File: config.mk
export PLATFORM = sky130hd
export DESIGN_NAME = avalon_uart_tx_slave_flat
export DESIGN_NICKNAME = d
export VERILOG_FILES = /design/src/rtl/avalon_uart_tx_slave_if.sv /design/src/rtl/avalon_uart_tx_slave.sv /design/src/flat_wrapper.sv
export SDC_FILE = /design/constraint.sdc
export NUM_CORES = 1
export LEC_CHECK = 0
export CAP_MARGIN = 20
export CORE_MARGIN = 2
export CORE_UTILIZATION = 45
export DETAILED_ROUTE_END_ITERATION = 7
export GPL_TIMING_DRIVEN = 0
export MAX_ROUTING_LAYER = met4
export PLACE_DENSITY_LB_ADDON = 0.1
export SLEW_MARGIN = 10
export SYNTH_ARGS = -nofsm -noshare
export SYNTH_HDL_FRONTEND = slang
export SYNTH_SLANG_ARGS = --single-unit
File: constraint.sdc
create_clock -name clk -period 6.59 [get_ports clk]
set_input_delay 1.318 -clock clk [delete_from_list [all_inputs] [get_ports clk]]
set_output_delay 1.318 -clock clk [all_outputs]
set_load 0.02 [all_outputs]
File: src/rtl/avalon_uart_tx_slave_if.sv
// Avalon-MM bus bundle between the core's peripheral master and the UART TX console slave.
//   av_address     word offset (0 = DATA, 1 = CONTROL, 2..3 reserved)
//   av_read_n      active-low read strobe
//   av_write_n     active-low write strobe
//   av_writedata   write data
//   av_readdata    read data from the slave
//   av_waitrequest slave stall indication
interface avalon_uart_tx_slave_if;
   logic [1:0]  av_address;
   logic        av_read_n;
   logic        av_write_n;
   logic [31:0] av_writedata;
   logic [31:0] av_readdata;
   logic        av_waitrequest;

   modport master (
      output av_address, av_read_n, av_write_n, av_writedata,
      input  av_readdata, av_waitrequest
   );

   modport slave (
      input  av_address, av_read_n, av_write_n, av_writedata,
      output av_readdata, av_waitrequest
   );
endinterface

File: src/rtl/avalon_uart_tx_slave.sv
// Avalon-MM console slave: queues written bytes in a TX FIFO and sends them 8N1 on tx.
//   clk    system clock
//   reset  synchronous, active-high reset
//   av     Avalon-MM slave bus (DATA at offset 0, CONTROL at offset 1)
//   tx     UART serial output, idle high
//   irq    TX-drained interrupt (IE & FIFO empty & transmitter idle), registered
module avalon_uart_tx_slave #(
   parameter int unsigned CLKS_PER_BIT = 434,
   parameter int unsigned FIFO_DEPTH   = 16,
   parameter int unsigned LEVEL_W      = 5
) (
   input  logic                    clk,
   input  logic                    reset,
   avalon_uart_tx_slave_if.slave   av,
   output logic                    tx,
   output logic                    irq
);

   localparam int unsigned PTR_W = (FIFO_DEPTH > 1) ? $clog2(FIFO_DEPTH) : 1;
   localparam int unsigned CNT_W = 16;
   localparam logic [CNT_W-1:0] BAUD_RELOAD = CNT_W'(CLKS_PER_BIT - 1);

   localparam logic [1:0] ST_IDLE  = 2'd0;
   localparam logic [1:0] ST_START = 2'd1;
   localparam logic [1:0] ST_DATA  = 2'd2;
   localparam logic [1:0] ST_STOP  = 2'd3;

   logic [7:0]         fifo_mem [FIFO_DEPTH];
   logic [PTR_W-1:0]   wr_ptr;
   logic [PTR_W-1:0]   rd_ptr;
   logic [LEVEL_W-1:0] level;

   logic [1:0]         state;
   logic [1:0]         state_nxt;
   logic [CNT_W-1:0]   baud_cnt;
   logic [CNT_W-1:0]   baud_nxt;
   logic [2:0]         bit_idx;
   logic [2:0]         idx_nxt;
   logic [7:0]         shift;
   logic [7:0]         shift_nxt;
   logic               tx_nxt;

   logic               ie;
   logic               rd_done;
   logic [31:0]        readdata_q;
   logic [31:0]        rd_value;

   logic               wr_access;
   logic               rd_access;
   logic               is_data;
   logic               is_ctrl;
   logic               full;
   logic               empty;
   logic               push;
   logic               pop;
   logic               flush;
   logic               ctrl_wr;
   logic               can_pop;
   logic               busy;
   logic               drained;
   logic               unused_wdata;

   // Bus decode; a write wins over a simultaneous read
   assign wr_access = ~av.av_write_n;
   assign rd_access = ~av.av_read_n & av.av_write_n;
   assign is_data   = (av.av_address == 2'd0);
   assign is_ctrl   = (av.av_address == 2'd1);
   assign full      = (level == LEVEL_W'(FIFO_DEPTH));
   assign empty     = (level == '0);
   assign push      = wr_access & is_data & ~full;
   assign ctrl_wr   = wr_access & is_ctrl;
   assign flush     = ctrl_wr & av.av_writedata[1];
   assign can_pop   = ~empty & ~flush;
   assign busy      = (state != ST_IDLE);
   assign drained   = empty & ~busy;
   assign unused_wdata = ^av.av_writedata[31:8];

   assign av.av_readdata = readdata_q;

   // Writes stall only on a full FIFO; reads take exactly one wait state
   always_comb begin
      av.av_waitrequest = 1'b0;
      if (wr_access) begin
         av.av_waitrequest = is_data & full;
      end else if (rd_access) begin
         av.av_waitrequest = ~rd_done;
      end
   end

   // Register file read mux
   always_comb begin
      rd_value = '0;
      case (av.av_address)
         2'd0: rd_value[31:16] = 16'(FIFO_DEPTH) - 16'(level);
         2'd1: begin
            rd_value[0]              = ie;
            rd_value[8]              = drained;
            rd_value[9]              = busy;
            rd_value[10]             = full;
            rd_value[11]             = empty;
            rd_value[16 +: LEVEL_W]  = level;
         end
         default: rd_value = '0;
      endcase
   end

   // TX next-state logic; tx is registered alongside the state it belongs to
   always_comb begin
      state_nxt = state;
      baud_nxt  = baud_cnt;
      idx_nxt   = bit_idx;
      shift_nxt = shift;
      tx_nxt    = tx;
      pop       = 1'b0;
      case (state)
         ST_IDLE: begin
            tx_nxt = 1'b1;
            if (can_pop) begin
               pop       = 1'b1;
               shift_nxt = fifo_mem[rd_ptr];
               baud_nxt  = BAUD_RELOAD;
               state_nxt = ST_START;
               tx_nxt    = 1'b0;
            end
         end
         ST_START: begin
            if (baud_cnt == '0) begin
               baud_nxt  = BAUD_RELOAD;
               idx_nxt   = 3'd0;
               state_nxt = ST_DATA;
               tx_nxt    = shift[0];
            end else begin
               baud_nxt = baud_cnt - CNT_W'(1);
            end
         end
         ST_DATA: begin
            if (baud_cnt == '0) begin
               baud_nxt = BAUD_RELOAD;
               if (bit_idx == 3'd7) begin
                  state_nxt = ST_STOP;
                  tx_nxt    = 1'b1;
               end else begin
                  idx_nxt   = bit_idx + 3'd1;
                  shift_nxt = {1'b0, shift[7:1]};
                  tx_nxt    = shift[1];
               end
            end else begin
               baud_nxt = baud_cnt - CNT_W'(1);
            end
         end
         ST_STOP: begin
            if (baud_cnt == '0) begin
               // Chain straight into the next start bit when more data waits
               if (can_pop) begin
                  pop       = 1'b1;
                  shift_nxt = fifo_mem[rd_ptr];
                  baud_nxt  = BAUD_RELOAD;
                  state_nxt = ST_START;
                  tx_nxt    = 1'b0;
               end else begin
                  state_nxt = ST_IDLE;
                  tx_nxt    = 1'b1;
               end
            end else begin
               baud_nxt = baud_cnt - CNT_W'(1);
            end
         end
         default: begin
            state_nxt = ST_IDLE;
            tx_nxt    = 1'b1;
         end
      endcase
   end

   // FIFO storage (no reset needed; level gates every read)
   always_ff @(posedge clk) begin
      if (push && !reset) begin
         fifo_mem[wr_ptr] <= av.av_writedata[7:0];
      end
   end

   // State, FIFO bookkeeping, control and bus registers
   always_ff @(posedge clk) begin
      if (reset) begin
         state      <= ST_IDLE;
         baud_cnt   <= '0;
         bit_idx    <= '0;
         shift      <= '0;
         tx         <= 1'b1;
         wr_ptr     <= '0;
         rd_ptr     <= '0;
         level      <= '0;
         ie         <= 1'b0;
         irq        <= 1'b0;
         rd_done    <= 1'b0;
         readdata_q <= '0;
      end else begin
         state    <= state_nxt;
         baud_cnt <= baud_nxt;
         bit_idx  <= idx_nxt;
         shift    <= shift_nxt;
         tx       <= tx_nxt;

         // Flush drops queued bytes only; the frame in the shifter keeps going
         if (flush) begin
            wr_ptr <= '0;
            rd_ptr <= '0;
            level  <= '0;
         end else begin
            if (push) wr_ptr <= wr_ptr + PTR_W'(1);
            if (pop)  rd_ptr <= rd_ptr + PTR_W'(1);
            case ({push, pop})
               2'b10:   level <= level + LEVEL_W'(1);
               2'b01:   level <= level - LEVEL_W'(1);
               default: level <= level;
            endcase
         end

         if (ctrl_wr) ie <= av.av_writedata[0];
         irq <= ie & drained;

         rd_done <= rd_access & ~rd_done;
         if (rd_access && !rd_done) readdata_q <= rd_value;
      end
   end

endmodule
File: src/flat_wrapper.sv
// flat-port wrapper written by rule: the top's interface ports become plain ports
module avalon_uart_tx_slave_flat 
#(
   parameter int unsigned CLKS_PER_BIT = 434,
   parameter int unsigned FIFO_DEPTH   = 16,
   parameter int unsigned LEVEL_W      = 5
)
  (clk, reset, tx, irq, av_av_address, av_av_read_n, av_av_write_n, av_av_writedata, av_av_readdata, av_av_waitrequest);
  avalon_uart_tx_slave_if av_i ();
  input  logic clk;
  input  logic reset;
  output logic tx;
  output logic irq;
  input wire logic [$bits(av_i.av_address)-1:0] av_av_address;
  input wire logic [$bits(av_i.av_read_n)-1:0] av_av_read_n;
  input wire logic [$bits(av_i.av_write_n)-1:0] av_av_write_n;
  input wire logic [$bits(av_i.av_writedata)-1:0] av_av_writedata;
  output wire logic [$bits(av_i.av_readdata)-1:0] av_av_readdata;
  output wire logic [$bits(av_i.av_waitrequest)-1:0] av_av_waitrequest;
  assign av_i.av_address = av_av_address;
  assign av_i.av_read_n = av_av_read_n;
  assign av_i.av_write_n = av_av_write_n;
  assign av_i.av_writedata = av_av_writedata;
  assign av_av_readdata = av_i.av_readdata;
  assign av_av_waitrequest = av_i.av_waitrequest;
  avalon_uart_tx_slave #(.CLKS_PER_BIT(CLKS_PER_BIT), .FIFO_DEPTH(FIFO_DEPTH), .LEVEL_W(LEVEL_W)) u_core (.clk(clk), .reset(reset), .av(av_i), .tx(tx), .irq(irq));
endmodule
Word-level counts from Yosys, hierarchy flattened
Memory sizes are Yosys's and may differ from the RTL's. A register that Yosys moved wholly into a read port is not among the register bits.
Cells that the tools add are included.
{"block": "totals", "ff_bits": 67, "latch_bits": 0, "ramBits": 128, "mem_bits_ro": 0, "inputBits": 38, "mem_count": 1}
{"block": "classes", "addsub": 7, "n_mul": 0, "div": 0, "n_lt_le_gt_ge": 0, "eq_ne": 14, "shift": 0, "mux": 40, "bitwise_logic": 17, "n_reduce_logical": 18}
{"name": "u_core.fifo_mem", "depth": 16, "width": 8, "rd": 1, "rd_clocked_by_memory_dff": 1, "wr": 1, "line_no": "avalon_uart_tx_slave.sv:28", "source": "logic [7:0] fifo_mem [FIFO_DEPTH];"}
{"cell": "$mux W16", "count": 3}
{"cell": "$pmux W16 S3", "count": 1}
{"cell": "$mux W8", "count": 4}
{"cell": "$pmux W8 S3", "count": 1}
{"cell": "$pmux W5 S2", "count": 2}
{"cell": "$logic_not A16 Y1", "count": 1}
{"cell": "$sub A16 B1 Y16 const B", "count": 1}
{"cell": "$mux W1", "count": 13}
{"cell": "$mux W4", "count": 3}
{"cell": "$mux W11", "count": 1}
{"cell": "$and A1 B1 Y1", "count": 10}
{"cell": "$mux W2", "count": 5}
{"cell": "$ne A2 B1 Y1 const B", "count": 5}
{"cell": "$mux W3", "count": 3}
{"cell": "$add A4 B1 Y4 const B", "count": 2}
{"cell": "$pmux W2 S4", "count": 1}
{"cell": "$reduce_and A4 Y1", "count": 2}
{"cell": "$not A1 Y1", "count": 7}
{"cell": "$eq A2 B1 Y1 const B", "count": 3}
{"cell": "$eq A2 B2 Y1 const B", "count": 3}
{"cell": "$pmux W3 S2", "count": 1}
{"cell": "$reduce_bool A2 Y1", "count": 3}
{"cell": "$sub A5 B5 Y6 const A", "count": 1}
{"cell": "$add A5 B1 Y5 const B", "count": 1}
{"cell": "other kinds (15)", "count": 19}

Depth between registers and ports, before layout
Gate-level depths: netlist of the first run.
{"block": "depth", "ltp_word": 10, "depth_mapped": 17}

Worst setup path after synthesis of the first run
Ideal clock, no wire load.
{"block": "synth_timing", "path_type": "input to register", "startpoint": "input port av_av_address[1]", "endpoint": "register u_core.level[4]", "setup_time_ns": 0.115, "arrival_time_ns": 3.719, "required_time_ns": 6.475, "path_slack_ns": 2.756, "path_stages": 14, "path_buffers": 3, "path_cell_list": "buf_6 > nor4bb_4 > nor3_1 > and2_1 > buf_2 > ha_1 > buf_2 > xor2_1 > ha_1 > a31oi_2 > a21oi_1 > o21a_1 > o31a_1 > o21ba_1"}
{"block": "synth_between", "elab_chain_cells": 10}
{"element": "start: declaration", "line_no": "flat_wrapper.sv:14", "source": "input wire logic [$bits(av_i.av_address)-1:0] av_av_address;"}
{"element": "$eq A2 B1 Y1 (*)", "line_no": "avalon_uart_tx_slave.sv:67", "source": "assign is_ctrl = (av.av_address == 2'd1);"}
{"element": "$and A1 B1 Y1 (*)", "line_no": "avalon_uart_tx_slave.sv:71", "source": "assign ctrl_wr = wr_access & is_ctrl;"}
{"element": "$and A1 B1 Y1 (*)", "line_no": "avalon_uart_tx_slave.sv:72", "source": "assign flush = ctrl_wr & av.av_writedata[1];"}
{"element": "$not A1 Y1 (*)", "line_no": "avalon_uart_tx_slave.sv:73", "source": "assign can_pop = ~empty & ~flush;"}
{"element": "$and A1 B1 Y1 (*)", "line_no": "avalon_uart_tx_slave.sv:73"}
{"element": "$mux W1 (*)", "line_no": "avalon_uart_tx_slave.sv:118, avalon_uart_tx_slave.sv:154"}
{"element": "$mux W1", "line_no": "avalon_uart_tx_slave.sv:152", "source": "if (baud_cnt == '0) begin"}
{"element": "$pmux W1 S2 (*)", "line_no": "avalon_uart_tx_slave.sv:115", "source": "case (state)"}
{"element": "net u_core.pop", "line_no": "avalon_uart_tx_slave.sv:55", "source": "logic pop;"}
{"element": "$eq A2 B1 Y1 / $eq A2 B2 Y1 (equally long branches)", "line_no": "avalon_uart_tx_slave.sv:212", "source": "case ({push, pop})"}
{"element": "$pmux W5 S2 / $reduce_bool A2 Y1 (equally long branches)"}
{"element": "end signal: assignment", "line_no": "avalon_uart_tx_slave.sv:213", "source": "2'b10: level <= level + LEVEL_W'(1);"}
{"element": "end signal: assignment", "line_no": "avalon_uart_tx_slave.sv:214", "source": "2'b01: level <= level - LEVEL_W'(1);"}
{"element": "end signal: assignment", "line_no": "avalon_uart_tx_slave.sv:215", "source": "default: level <= level;"}
{"element": "end: declaration", "line_no": "avalon_uart_tx_slave.sv:31", "source": "logic [LEVEL_W-1:0] level;"}
Mark *: on every way through the listed nets, which the timed path passes. The rest lies on a longest branch.
A chain may end at the register's enable or synchronous reset.

Worst setup path in the final report of the first run
{"block": "layout_timing", "startpoint": "input port av_av_write_n", "endpoint": "output port av_av_waitrequest"}
{"block": "layout_between", "elab_chain_cells": 3}
{"element": "start: declaration", "line_no": "flat_wrapper.sv:16", "source": "input wire logic [$bits(av_i.av_write_n)-1:0] av_av_write_n;"}
{"element": "$and A1 B1 Y1", "line_no": "avalon_uart_tx_slave.sv:65", "source": "assign rd_access = ~av.av_read_n & av.av_write_n;"}
{"element": "$mux W1", "line_no": "avalon_uart_tx_slave.sv:85", "source": "end else if (rd_access) begin"}
{"element": "$mux W1 (*)", "line_no": "avalon_uart_tx_slave.sv:83", "source": "if (wr_access) begin"}
{"element": "end: declaration", "line_no": "flat_wrapper.sv:19", "source": "output wire logic [$bits(av_i.av_waitrequest)-1:0] av_av_waitrequest;"}
Every way passes the cells marked *; elsewhere a longest branch is shown, timed or not.

==> results.cfg, run 1 <==
[clock_network]
cts_tree = built
clock_latency_ns = 0.44
numCtsBuffers = 17
cts.path.max_buffers = 2
ctsResizeCount = 0
htree_num_levels = 4
clkTransAtPathRegs_ns = 0.07
cts_hold_buf = 0
clockRootBuffer = clkbuf_16
clock-sinks = 189
post_cts_buffers = 0

[worst_hold_path]
min_to = u_core.av.av_readdata[10]
holdPathStages = 2
hp-start = u_core.av.av_readdata[10]
holdCritPathClass = reg -> reg

[power_and_ir_drop]
p_leak_nw = 3.27
total_power_mw = 3.69
vdd_drop_max_mv = 0.228
power_density_nw_per_um2 = 383

[worst_setup_path]
r2r-end = u_core.level[4]
r2r_setup_slack_ns = 2.66
path_delay_family = buffers and inverters
cp_data_required_time_ns = 5.27
crit_arrival_ns = 3.28
slowest_delay_ns = 0.68
r2r_start = u_core.level[1]
cp_slowest_cell = clkdlybuf4s50_1
timing_worst_setup_path_type = in -> out
worstSetupStartpointType = input port
path_cells = clkdlybuf4s50_1 > nand2_1 > clkbuf_1 > nand2_1 > clkdlybuf4s50_1
path_buf_inv = 3
end_kind = primary output
reg2regPathDepth = 17
crit_path_max_fanout = 10

[floorplan]
ios = 73
initial_core_util_pct = 46.0
rows = 49
die_area_um2 = 19600
die_h_um = 140
core_um2 = 18100
die_w_um = 140

[status]
status = finished with violations
violations = design-rule violations

[drt]
drcViolationCount = 5
ant_nets = 0
via_per_inst = 5.52
routed_wl_um = 16900
met3_length_um = 700
wl_per_cell_um = 18.2
wl_met1_um = 7230
maxUsedRoutingLayer = met4
wl_met2_um = 8770
drt-pass1-iter-count = 8
first_iter_violations = 334
vias = 5125

[synthesis]
synth_ff_type = edfxtp_1
async_flop_share_pct = 0
ys_seq_area_share_pct = 60.8
synth-seq-cells = 189
synth_largest_area_cell = edfxtp_1
synth.cell_area_um2 = 8320
ys_types = 65
syn_inst = 623
syn-mean-instance-area_um2 = 13.4
ys_top_cells_by_area = edfxtp_1 46%, dfxtp_1 15%, mux4_2 10%
synth_top_area_share_pct = 46.2
synth-edff-count = 128
yosys_warnings = 0

[timing]
worst_pin_slew_ns = 0.935
finalCriticalPeriod_ns = 4.60
maxSlewHeadroom_pct = 37.4
fin_crit_sh_pct = 69.8
clock_skew_ns = 0.0259
rsz0062_at_grt = no
hold_viol = 0
drv_slew = 0
fin_hold_ws_ns = 0.458
finalSetupTns_ns = 0
setup_viol = 0
fmax_mhz = 217

[place]
routabilityCongestion = 0.857
port_buffers = 35
dp_hpwl_um = 11900

[grt]
globalRouteOverflowTotal = 0
grt_max_degree = 20
grt_usage_pct = 18.8
grt_pass1_vias = 5146
grt_pass1_wl_um = 27400
antenna_found_initial = 0

[final_layout]
insertedDiodeCount = 0
fin_nets = 744
synthToLayoutAreaGrowth_pct = 15.5
drive_above_1_share_pct = 16.6

[flow_run]
maxCapViolCount = 0
-- layout make-up --
cell class | instances | area, µm²
Fill cell | 1539 | 8470
Timing Repair Buffer | 35 | 350
Sequential cell | 189 | 5060
Multi-Input combinational cell | 378 | 2960
Buffer | 54 | 308
Clock inverter | 14 | 170
Clock buffer | 18 | 429
Tap cell | 229 | 287
Inverter | 12 | 45.0
-- cell usage in the layout (no fill, tap or decap), types with 5 or more instances in the layout --
| cell | Yosys | layout |
|---|---|---|
| conb_1 | 1 | 11 |
| buf_2 | 5 | 5 |
| a211oi_1 | 5 | 5 |
| nand2_1 | 35 | 35 |
| nor3_1 | 23 | 19 |
| a22oi_1 | 8 | 8 |
| nand4_1 | 5 | 5 |
| o21ai_0 | 17 | 17 |
| clkbuf_16 | 0 | 17 |
| xor2_1 | 10 | 10 |
| dfxtp_1 | 61 | 61 |
| ha_1 | 19 | 19 |
| mux2i_1 | 12 | 12 |
| mux4_2 | 38 | 38 |
| nor2_1 | 75 | 75 |
| clkbuf_1 | 19 | 20 |
| clkdlybuf4s50_1 | 0 | 35 |
| a21oi_1 | 42 | 42 |
| inv_1 | 12 | 12 |
| nand2b_1 | 5 | 5 |
| buf_4 | 24 | 24 |
| edfxtp_1 | 128 | 128 |
-- tightest hold or removal path: stages, from the launching register on --
cell and delay [ns]:
dfxtp_1 0.31, nand2_1 0.05, a21oi_1 0.05
-- worst max-delay path by stage --
stage	start	end	cells past startpoint
2_1_floorplan	av_av_address[1]	u_core.level[4]	14
3_3_place_gp	av_av_writedata[1]	u_core.level[4]	14
3_5_place_dp	av_av_writedata[1]	u_core.level[4]	14
4_1_cts	av_av_write_n	av_av_waitrequest	5
5_1_grt	av_av_writedata[1]	u_core.level[4]	14
6_report	av_av_write_n	av_av_waitrequest	5
-- state kept, by name (all words and copies together) (netlist names), named ones only --
name and flops:
u_core.wr_ptr 4, u_core.shift 8, u_core.rd_done 1, u_core.rd_ptr 4, u_core.level 5, u_core.bit_idx 3
u_core.baud_cnt 16, u_core.av.av_readdata 11, u_core.tx 1, u_core.state 2, u_core.fifo_mem 128, u_core.ie 1
u_core.irq 1
-- where the power goes --
group	switching, mW	internal, mW	total (mW)
clock	0.483	0.544	1.03
sequential	0.0649	1.33	1.40
combinational	0.747	0.514	1.26
total	1.30	2.39	3.69
-- metal layers --
layer | track usage [%] | vias to the layer above
met5 | - | -
met3 | 4.21 | 13
met2 | 31.5 | 107
met1 | 23.3 | 2557
met4 | 5.05 | 0
li1 | - | 2448
-- cells in the mapped netlist, types with 3 or more instances --
cell,number
dfxtp_1,61
nand3_1,3
nor2b_1,4
nor2_1,75
a22oi_1,8
xor2_1,10
xnor2_1,4
ha_1,19
mux4_2,38
a21oi_1,42
a211oi_1,5
clkbuf_1,19
nor3_1,23
edfxtp_1,128
or3_1,3
nand4_1,5
buf_1,4
o21ai_0,17
buf_2,5
nor4_1,4
a21o_1,4
nand2_1,35
mux2i_1,12
inv_1,12
a31oi_1,3
nand2b_1,5
buf_4,24
o22ai_1,3
-- cells by family after synthesis --
family | count (synthesis) | synth area share (%)
muxes | 51 | 11.9
AOI/OAI and AO/OA | 105 | 7.94
xor gates and xnor gates | 14 | 1.47
adders and majority gates | 19 | 2.86
other | 1 | 0.0450
DFF | 189 | 60.8
buffers and inverters | 66 | 4.24
and+or+nand+nor | 178 | 10.7
-- metrics by stage --
| stage | setup WS [ns] | cells | util, % | cell area, µm² |
|---|---|---|---|---|
| global placement | 1.70 | 897 | 49.8 | 9000 |
| finish | 1.99 | 929 | 53.2 | 9620 |
| global route | 1.87 | 929 | 53.2 | 9620 |
| floorplan | 2.76 | 633 | - | 8360 |
| CTS | 1.98 | 929 | 53.2 | 9620 |
| detailed placement | 1.63 | 897 | 49.9 | 9020 |
(Power assumes the default switching activity.)
==> run 2, diff against run 1 <==
- clock period: 6.59 -> 4.7 ns (I/O delays scaled with it)
==> results of run 2 <==
Same layout as run 1 (identical final DEF). Status: finished with violations: design-rule violations.
Main changes from that run: setup slack after placement 1.63 ns -> 0.116 ns; setup slack after layout 1.99 ns -> 0.578 ns; start point of the critical path av_av_write_n -> av_av_writedata[1]; end point of the critical path av_av_waitrequest -> u_core.level[4]; register-to-register setup slack 2.66 ns -> 0.77 ns; total power 3.69 mW -> 5.17 mW; worst IR drop on VDD 0.228 mV -> 0.320 mV
